===== src/rtl/pll_ctrl_pkg.sv =====
// Shared definitions for the PLL lock sequencer: FSM state encoding, loss counter width, clog2.
package pll_ctrl_pkg;

  localparam int LOSS_W = 8;

  typedef enum logic [2:0] {
    ST_RESET_PLL = 3'd0,
    ST_WAIT_LOCK = 3'd1,
    ST_STABLE    = 3'd2,
    ST_RUN       = 3'd3,
    ST_FAIL      = 3'd4
  } state_t;

  // Bits needed to hold the values 0..n-1; returns 0 for n <= 1.
  function automatic int clog2(input int n);
    int r;
    int v;
    r = 0;
    v = n - 1;
    while (v > 0) begin
      r++;
      v = v >> 1;
    end
    return r;
  endfunction

endpackage


===== src/rtl/pll_lock_sequencer_if.sv =====
// PLL-side and system-side signals of the lock sequencer; master is the sequencer, slave the environment.
interface pll_lock_sequencer_if #(
  parameter int RETRY_W = 2
);
  import pll_ctrl_pkg::*;

  logic               pll_lock;
  logic               restart;
  logic               pll_reset;
  logic               sys_rst;
  logic               locked_ok;
  logic               fail;
  logic [RETRY_W-1:0] retry_cnt;
  logic [LOSS_W-1:0]  loss_cnt;

  modport master (
    input  pll_lock, restart,
    output pll_reset, sys_rst, locked_ok, fail, retry_cnt, loss_cnt
  );

  modport slave (
    output pll_lock, restart,
    input  pll_reset, sys_rst, locked_ok, fail, retry_cnt, loss_cnt
  );

endinterface


===== src/rtl/pll_lock_sync.sv =====
// Multi-flop synchroniser bringing the asynchronous PLL lock into the reference clock domain.
// Output follows the input after STAGES clock edges; cleared by the synchronous reset.
module pll_lock_sync #(
  parameter int STAGES = 2
) (
  input  logic clk,
  input  logic reset,
  input  logic din,
  output logic dout
);

  logic [STAGES-1:0] ff;

  always_ff @(posedge clk) begin
    if (reset) begin
      ff <= '0;
    end else begin
      ff <= {ff[STAGES-2:0], din};
    end
  end

  assign dout = ff[STAGES-1];

endmodule


===== src/rtl/pll_lock_sequencer.sv =====
// Brings up a PLL from its reference clock: reset pulse, lock wait with timeout and bounded retries,
// stability qualification, then releases sys_rst; all outputs registered from the next state.
module pll_lock_sequencer
  import pll_ctrl_pkg::*;
#(
  parameter int RST_CYCLES    = 50,
  parameter int LOCK_TIMEOUT  = 50000,
  parameter int STABLE_CYCLES = 1024,
  parameter int MAX_RETRY     = 3,
  parameter int SYNC_STAGES   = 2
) (
  input logic                  clkin,
  input logic                  reset,
  pll_lock_sequencer_if.master bus
);

  localparam int CNT_MAX0 = (RST_CYCLES > LOCK_TIMEOUT) ? RST_CYCLES : LOCK_TIMEOUT;
  localparam int CNT_MAX  = (CNT_MAX0 > STABLE_CYCLES) ? CNT_MAX0 : STABLE_CYCLES;
  localparam int CNT_W    = (clog2(CNT_MAX) < 1) ? 1 : clog2(CNT_MAX);
  localparam int RETRY_W  = (clog2(MAX_RETRY + 1) < 1) ? 1 : clog2(MAX_RETRY + 1);

  localparam logic [CNT_W-1:0]   RST_LAST   = CNT_W'(RST_CYCLES - 1);
  localparam logic [CNT_W-1:0]   TMO_LAST   = CNT_W'(LOCK_TIMEOUT - 1);
  localparam logic [CNT_W-1:0]   STB_LAST   = CNT_W'(STABLE_CYCLES - 1);
  localparam logic [RETRY_W-1:0] RETRY_LAST = RETRY_W'(MAX_RETRY - 1);

  state_t             state;
  state_t             state_nx;
  logic [CNT_W-1:0]   cnt;
  logic [CNT_W-1:0]   cnt_nx;
  logic [RETRY_W-1:0] retry_q;
  logic [RETRY_W-1:0] retry_nx;
  logic [LOSS_W-1:0]  loss_q;
  logic [LOSS_W-1:0]  loss_nx;
  logic               lock_s;
  logic               attempt_fail;
  logic               pll_reset_q;
  logic               sys_rst_q;
  logic               locked_ok_q;
  logic               fail_q;

  pll_lock_sync #(
    .STAGES (SYNC_STAGES)
  ) u_sync (
    .clk   (clkin),
    .reset (reset),
    .din   (bus.pll_lock),
    .dout  (lock_s)
  );

  always_comb begin
    state_nx     = state;
    retry_nx     = retry_q;
    loss_nx      = loss_q;
    attempt_fail = 1'b0;
    if (bus.restart) begin
      state_nx = ST_RESET_PLL;
      retry_nx = '0;
    end else begin
      case (state)
        ST_RESET_PLL: begin
          if (cnt == RST_LAST) state_nx = ST_WAIT_LOCK;
        end
        ST_WAIT_LOCK: begin
          if (lock_s) state_nx = ST_STABLE;
          else if (cnt == TMO_LAST) attempt_fail = 1'b1;
        end
        ST_STABLE: begin
          if (!lock_s) begin
            attempt_fail = 1'b1;
          end else if (cnt == STB_LAST) begin
            state_nx = ST_RUN;
            retry_nx = '0;
          end
        end
        ST_RUN: begin
          // Loss of lock in RUN is not a failed attempt: only the loss counter moves.
          if (!lock_s) begin
            state_nx = ST_RESET_PLL;
            if (loss_q != '1) loss_nx = loss_q + 1'b1;
          end
        end
        ST_FAIL: state_nx = ST_FAIL;
        default: state_nx = ST_RESET_PLL;
      endcase
      if (attempt_fail) begin
        retry_nx = retry_q + 1'b1;
        state_nx = (retry_q == RETRY_LAST) ? ST_FAIL : ST_RESET_PLL;
      end
    end
  end

  always_comb begin
    cnt_nx = '0;
    if (!bus.restart && (state_nx == state) &&
        ((state == ST_RESET_PLL) || (state == ST_WAIT_LOCK) || (state == ST_STABLE))) begin
      cnt_nx = cnt + 1'b1;
    end
  end

  always_ff @(posedge clkin) begin
    if (reset) begin
      state       <= ST_RESET_PLL;
      cnt         <= '0;
      retry_q     <= '0;
      loss_q      <= '0;
      pll_reset_q <= 1'b1;
      sys_rst_q   <= 1'b1;
      locked_ok_q <= 1'b0;
      fail_q      <= 1'b0;
    end else begin
      state       <= state_nx;
      cnt         <= cnt_nx;
      retry_q     <= retry_nx;
      loss_q      <= loss_nx;
      pll_reset_q <= (state_nx == ST_RESET_PLL) || (state_nx == ST_FAIL);
      sys_rst_q   <= (state_nx != ST_RUN);
      locked_ok_q <= (state_nx == ST_RUN);
      fail_q      <= (state_nx == ST_FAIL);
    end
  end

  always_ff @(posedge clkin) begin
    assert (MAX_RETRY >= 1 && SYNC_STAGES >= 2)
      else $error("pll_lock_sequencer: MAX_RETRY must be >= 1 and SYNC_STAGES >= 2");
  end

  assign bus.pll_reset = pll_reset_q;
  assign bus.sys_rst   = sys_rst_q;
  assign bus.locked_ok = locked_ok_q;
  assign bus.fail      = fail_q;
  assign bus.retry_cnt = retry_q;
  assign bus.loss_cnt  = loss_q;

endmodule


===== src/flat_wrapper.sv =====
// flat-port wrapper written by rule: the top's interface ports become plain ports
module pll_lock_sequencer_flat import pll_ctrl_pkg::*;
#(
  parameter int RST_CYCLES    = 50,
  parameter int LOCK_TIMEOUT  = 50000,
  parameter int STABLE_CYCLES = 1024,
  parameter int MAX_RETRY     = 3,
  parameter int SYNC_STAGES   = 2
)
  (clkin, reset, bus_pll_lock, bus_restart, bus_pll_reset, bus_sys_rst, bus_locked_ok, bus_fail, bus_retry_cnt, bus_loss_cnt);
  pll_lock_sequencer_if #(.RETRY_W((clog2(MAX_RETRY + 1)))) bus_i ();
  input logic clkin;
  input logic reset;
  input wire logic [$bits(bus_i.pll_lock)-1:0] bus_pll_lock;
  input wire logic [$bits(bus_i.restart)-1:0] bus_restart;
  output wire logic [$bits(bus_i.pll_reset)-1:0] bus_pll_reset;
  output wire logic [$bits(bus_i.sys_rst)-1:0] bus_sys_rst;
  output wire logic [$bits(bus_i.locked_ok)-1:0] bus_locked_ok;
  output wire logic [$bits(bus_i.fail)-1:0] bus_fail;
  output wire logic [$bits(bus_i.retry_cnt)-1:0] bus_retry_cnt;
  output wire logic [$bits(bus_i.loss_cnt)-1:0] bus_loss_cnt;
  assign bus_i.pll_lock = bus_pll_lock;
  assign bus_i.restart = bus_restart;
  assign bus_pll_reset = bus_i.pll_reset;
  assign bus_sys_rst = bus_i.sys_rst;
  assign bus_locked_ok = bus_i.locked_ok;
  assign bus_fail = bus_i.fail;
  assign bus_retry_cnt = bus_i.retry_cnt;
  assign bus_loss_cnt = bus_i.loss_cnt;
  pll_lock_sequencer #(.RST_CYCLES(RST_CYCLES), .LOCK_TIMEOUT(LOCK_TIMEOUT), .STABLE_CYCLES(STABLE_CYCLES), .MAX_RETRY(MAX_RETRY), .SYNC_STAGES(SYNC_STAGES)) u_core (.clkin(clkin), .reset(reset), .bus(bus_i));
endmodule

===== config.mk =====
export PLATFORM = sky130hd
export DESIGN_NAME = pll_lock_sequencer_flat
export DESIGN_NICKNAME = d
export VERILOG_FILES = /design/src/rtl/pll_ctrl_pkg.sv /design/src/rtl/pll_lock_sequencer_if.sv /design/src/rtl/pll_lock_sync.sv /design/src/rtl/pll_lock_sequencer.sv /design/src/flat_wrapper.sv
export SDC_FILE = /design/constraint.sdc
export NUM_CORES = 1
export LEC_CHECK = 0
export ABC_AREA = 1
export BUFFER_PORTS_ARGS = -buffer_cell sky130_fd_sc_hd__clkbuf_2
export CORE_ASPECT_RATIO = 1.5
export CORE_MARGIN = 2
export CORE_UTILIZATION = 56
export DETAILED_ROUTE_END_ITERATION = 10
export PLACE_DENSITY = 0.76
export SYNTH_ARGS = -nofsm -noshare
export SYNTH_HDL_FRONTEND = slang
export SYNTH_HIERARCHICAL = 1
export SYNTH_SLANG_ARGS = --single-unit
export TNS_END_PERCENT = 50

===== constraint.sdc =====
create_clock -name clkin -period 2.4 [get_ports clkin]
set_input_delay 0.12 -clock clkin [delete_from_list [all_inputs] [get_ports clkin]]
set_output_delay 0.12 -clock clkin [all_outputs]
set_load 0.1 [all_outputs]

==> flow_metrics.env <==
export IMPL_wl_per_cell_um=11.14
export IMPL_final_nets=256
export IMPL_ctsResizeCount=0
export IMPL_cts_max_path_buffers=2
export IMPL_rsz0062_at_grt="no"
export IMPL_fin_util_pct=64.97
export IMPL_syn_cell_area_um2=1783
export IMPL_place_gp_congestion=0.8479
export IMPL_seq_area_frac_synth_pct=39.30
export IMPL_critPathLaunchType="register"
export IMPL_worstSetupPathType="register to register"
export IMPL_grt_busiest_layer="met2"
export IMPL_holdBufCountCts=0
export IMPL_path_common_cell="nand3_2"
export IMPL_tns_ps=0
export IMPL_critPathRequiredTime_ps=2620
export IMPL_grt_met2_usage_pct=35.82
export IMPL_cts_tree="done"
export IMPL_clk_latency_ps=290
export IMPL_antenna_found_initial=0
export IMPL_met1_usage_pct=20.03
export IMPL_whs_ps=19.09
export IMPL_hold_viol=0
export IMPL_core_um2=3097
export IMPL_p_leak_nw=0.7699
export IMPL_synthFlopType="dfxtp_1"
export IMPL_status="finished, final reports clean"
export IMPL_drt_iter0_drc=24
export IMPL_cts_inserted_buffers=5
export IMPL_yosys_cell_types_count=27
export IMPL_drt_total_wl_um=3220
export IMPL_hpwl_um=2415
export IMPL_vias=1469
export IMPL_vias_per_cell=5.083
export IMPL_synthArstFlopShare_pct=0
export IMPL_synthToLayoutAreaGrowth_pct=12.84
export IMPL_slew_headroom_pct=63.70
export IMPL_port_buffers=17
export IMPL_clkTransAtPathRegs_ps=70
export IMPL_timing_fmax_mhz=510.9
export IMPL_gr_usage_met3_pct=5.328
export IMPL_synthCells=226
export IMPL_die_x_um=50.07
export IMPL_power_density_nw_per_um2=584.7
export IMPL_fp_dieH_um=73.11
export IMPL_grt_pass1_vias=1334
export IMPL_drive_gt1_share_pct=18.88
export IMPL_instances_no_fill=289
export IMPL_worstMarginPinSlew_ps=546.8
export IMPL_fin_total_pwr_mw=1.176
export IMPL_grtUsageTotal_pct=19.61
export IMPL_drv_slew=0
export IMPL_dieArea_um2=3660
export IMPL_drcViolationCount=0
export IMPL_cpPeakStageDelay_ps=420
export IMPL_clock_sinks=35
export IMPL_rows=25
export IMPL_htree_num_levels=2
export IMPL_placed_cells=281
export IMPL_postCtsSetupRepairBufs=0
export IMPL_layout_min_cycle_time_ps=1957
export IMPL_syn_nets=234
export IMPL_cp_slowest_cell="dfxtp_1"
export IMPL_end_kind="register"
export IMPL_cap_viol_max_count=0
export IMPL_initial_utilization_pct=57.58
export IMPL_fin_crit_sh_pct=81.55
export IMPL_path_max_fanout=16
export IMPL_synth_edf_count=0
export IMPL_ys_warn_count=6
export IMPL_ant_nets=0
export IMPL_grt_ovfl_total=0
export IMPL_grt_start_max_net_pins=17
export IMPL_hold_class="input pin to register"
export IMPL_ir_worst_vdd_v=0.0006902
export IMPL_first_pass_iters=4
export IMPL_synth_seq_cells=35
export IMPL_cp_arrival_ps=2170
export IMPL_cts_root_buf="clkbuf_8"
export IMPL_ioPinCount=18
export IMPL_insertedDiodeCount=0
export IMPL_grt_pass1_wl_um=5492
export IMPL_finClkSkew_ps=6.110
export IMPL_setup_violations=0
export IMPL_crit_path_cell_trace="ha_1 -> nand3_2 -> nor3_4 -> nand3_2 -> nand3_2 -> nand3_4 -> nand2_4 -> nand3_4 -> nor2_1"
export IMPL_syn_area_per_cell_um2=7.889
stage by stage:
stage / area (um2) / setup slack, ps
floorplan: 1783 / 192.8
global route: 2012 / 212.3
finish: 2012 / 442.8
CTS: 2012 / 409.0
detailed placement: 1894 / 430.2
global placement: 1894 / 504.9
sequential cells by signal, summed over array words and instances, names as in the netlist:
name	cells
u_core/bus.pll_reset	1
u_core/bus.fail	1
u_core/bus.locked_ok	1
u_core/cnt	16
u_core/u_sync/ff	2
u_core/bus.sys_rst	1
u_core/bus.loss_cnt	8
u_core/bus.retry_cnt	2
u_core/state	3
logic make-up after synthesis:
group / synth area share [%]
fa+ha+maj: 2.807
simple gates: 35.93
flops: 39.30
buf+inv: 8.912
compound gates: 6.176
xor+xnor: 6.877
layout by cell type, fill, tap and decap left out, drive strengths merged, types with 5 or more instances in the layout:
cell,count
dfxtp,35
nand3,20
xnor2,6
clkbuf,23
a21oi,12
inv,35
nor2,49
o21ai,7
nor3,5
nand2,31
xor2,8
cell type report:
| cell class | count | area, um2 |
|---|---|---|
| clock inverter | 2 | 35.03 |
| timing repair buffer | 17 | 85.08 |
| fill | 281 | 1085 |
| multi-input combinational | 153 | 923.4 |
| inverter | 36 | 135.1 |
| tap | 40 | 50.05 |
| clock buffer | 6 | 82.58 |
| sequential | 35 | 700.7 |
Yosys cell counts, types with 2 or more instances:
master | number | area share (%)
nand3_4 | 2 | 2.0
nor3_1 | 4 | 1.1
a21oi_1 | 12 | 3.4
xor2_1 | 8 | 3.9
o21ai_0 | 7 | 2.0
nand2_1 | 26 | 5.5
nand3_2 | 3 | 1.7
nand4_1 | 3 | 1.1
nand2_2 | 3 | 1.1
ha_1 | 4 | 2.8
inv_1 | 35 | 7.4
dfxtp_1 | 35 | 39
nor4_1 | 4 | 1.4
nor2_1 | 39 | 8.2
xnor2_1 | 6 | 2.9
nand3_1 | 15 | 4.2
nor2_4 | 10 | 6.3
worst max-delay path, delay by kind of cell, from the launching register on:
family | cells | cell delay, ps
simple gates | 8 | 1220
flops | 1 | 420
fa+ha+maj | 1 | 240
worst paths after layout:
kind,from,endpoint,slack [ps],cells after the start
min,bus_pll_lock,u_core/u_sync/ff[0]$_SDFF_PP0_,20,3
max reg2reg,u_core/cnt[0]$_SDFF_PP0_,u_core/cnt[15]$_SDFF_PP0_,440,9
max,u_core/cnt[0]$_SDFF_PP0_,u_core/cnt[15]$_SDFF_PP0_,440,9
min reg2reg,u_core/u_sync/ff[0]$_SDFF_PP0_,u_core/u_sync/ff[1]$_SDFF_PP0_,410,2
routing by layer:
layer | wire length, um | up-vias
met5 | 0 | -
met4 | 83 | 0
met3 | 104 | 10
met2 | 1737 | 25
met1 | 1294 | 677
li1 | - | 757
power breakdown:
part | internal [mW] | switching [mW]
combinational | 0.0128 | 0.0331
clock | 0.336 | 0.206
sequential | 0.585 | 0.00392
Note: power is estimated with default switching activity, not from simulation.
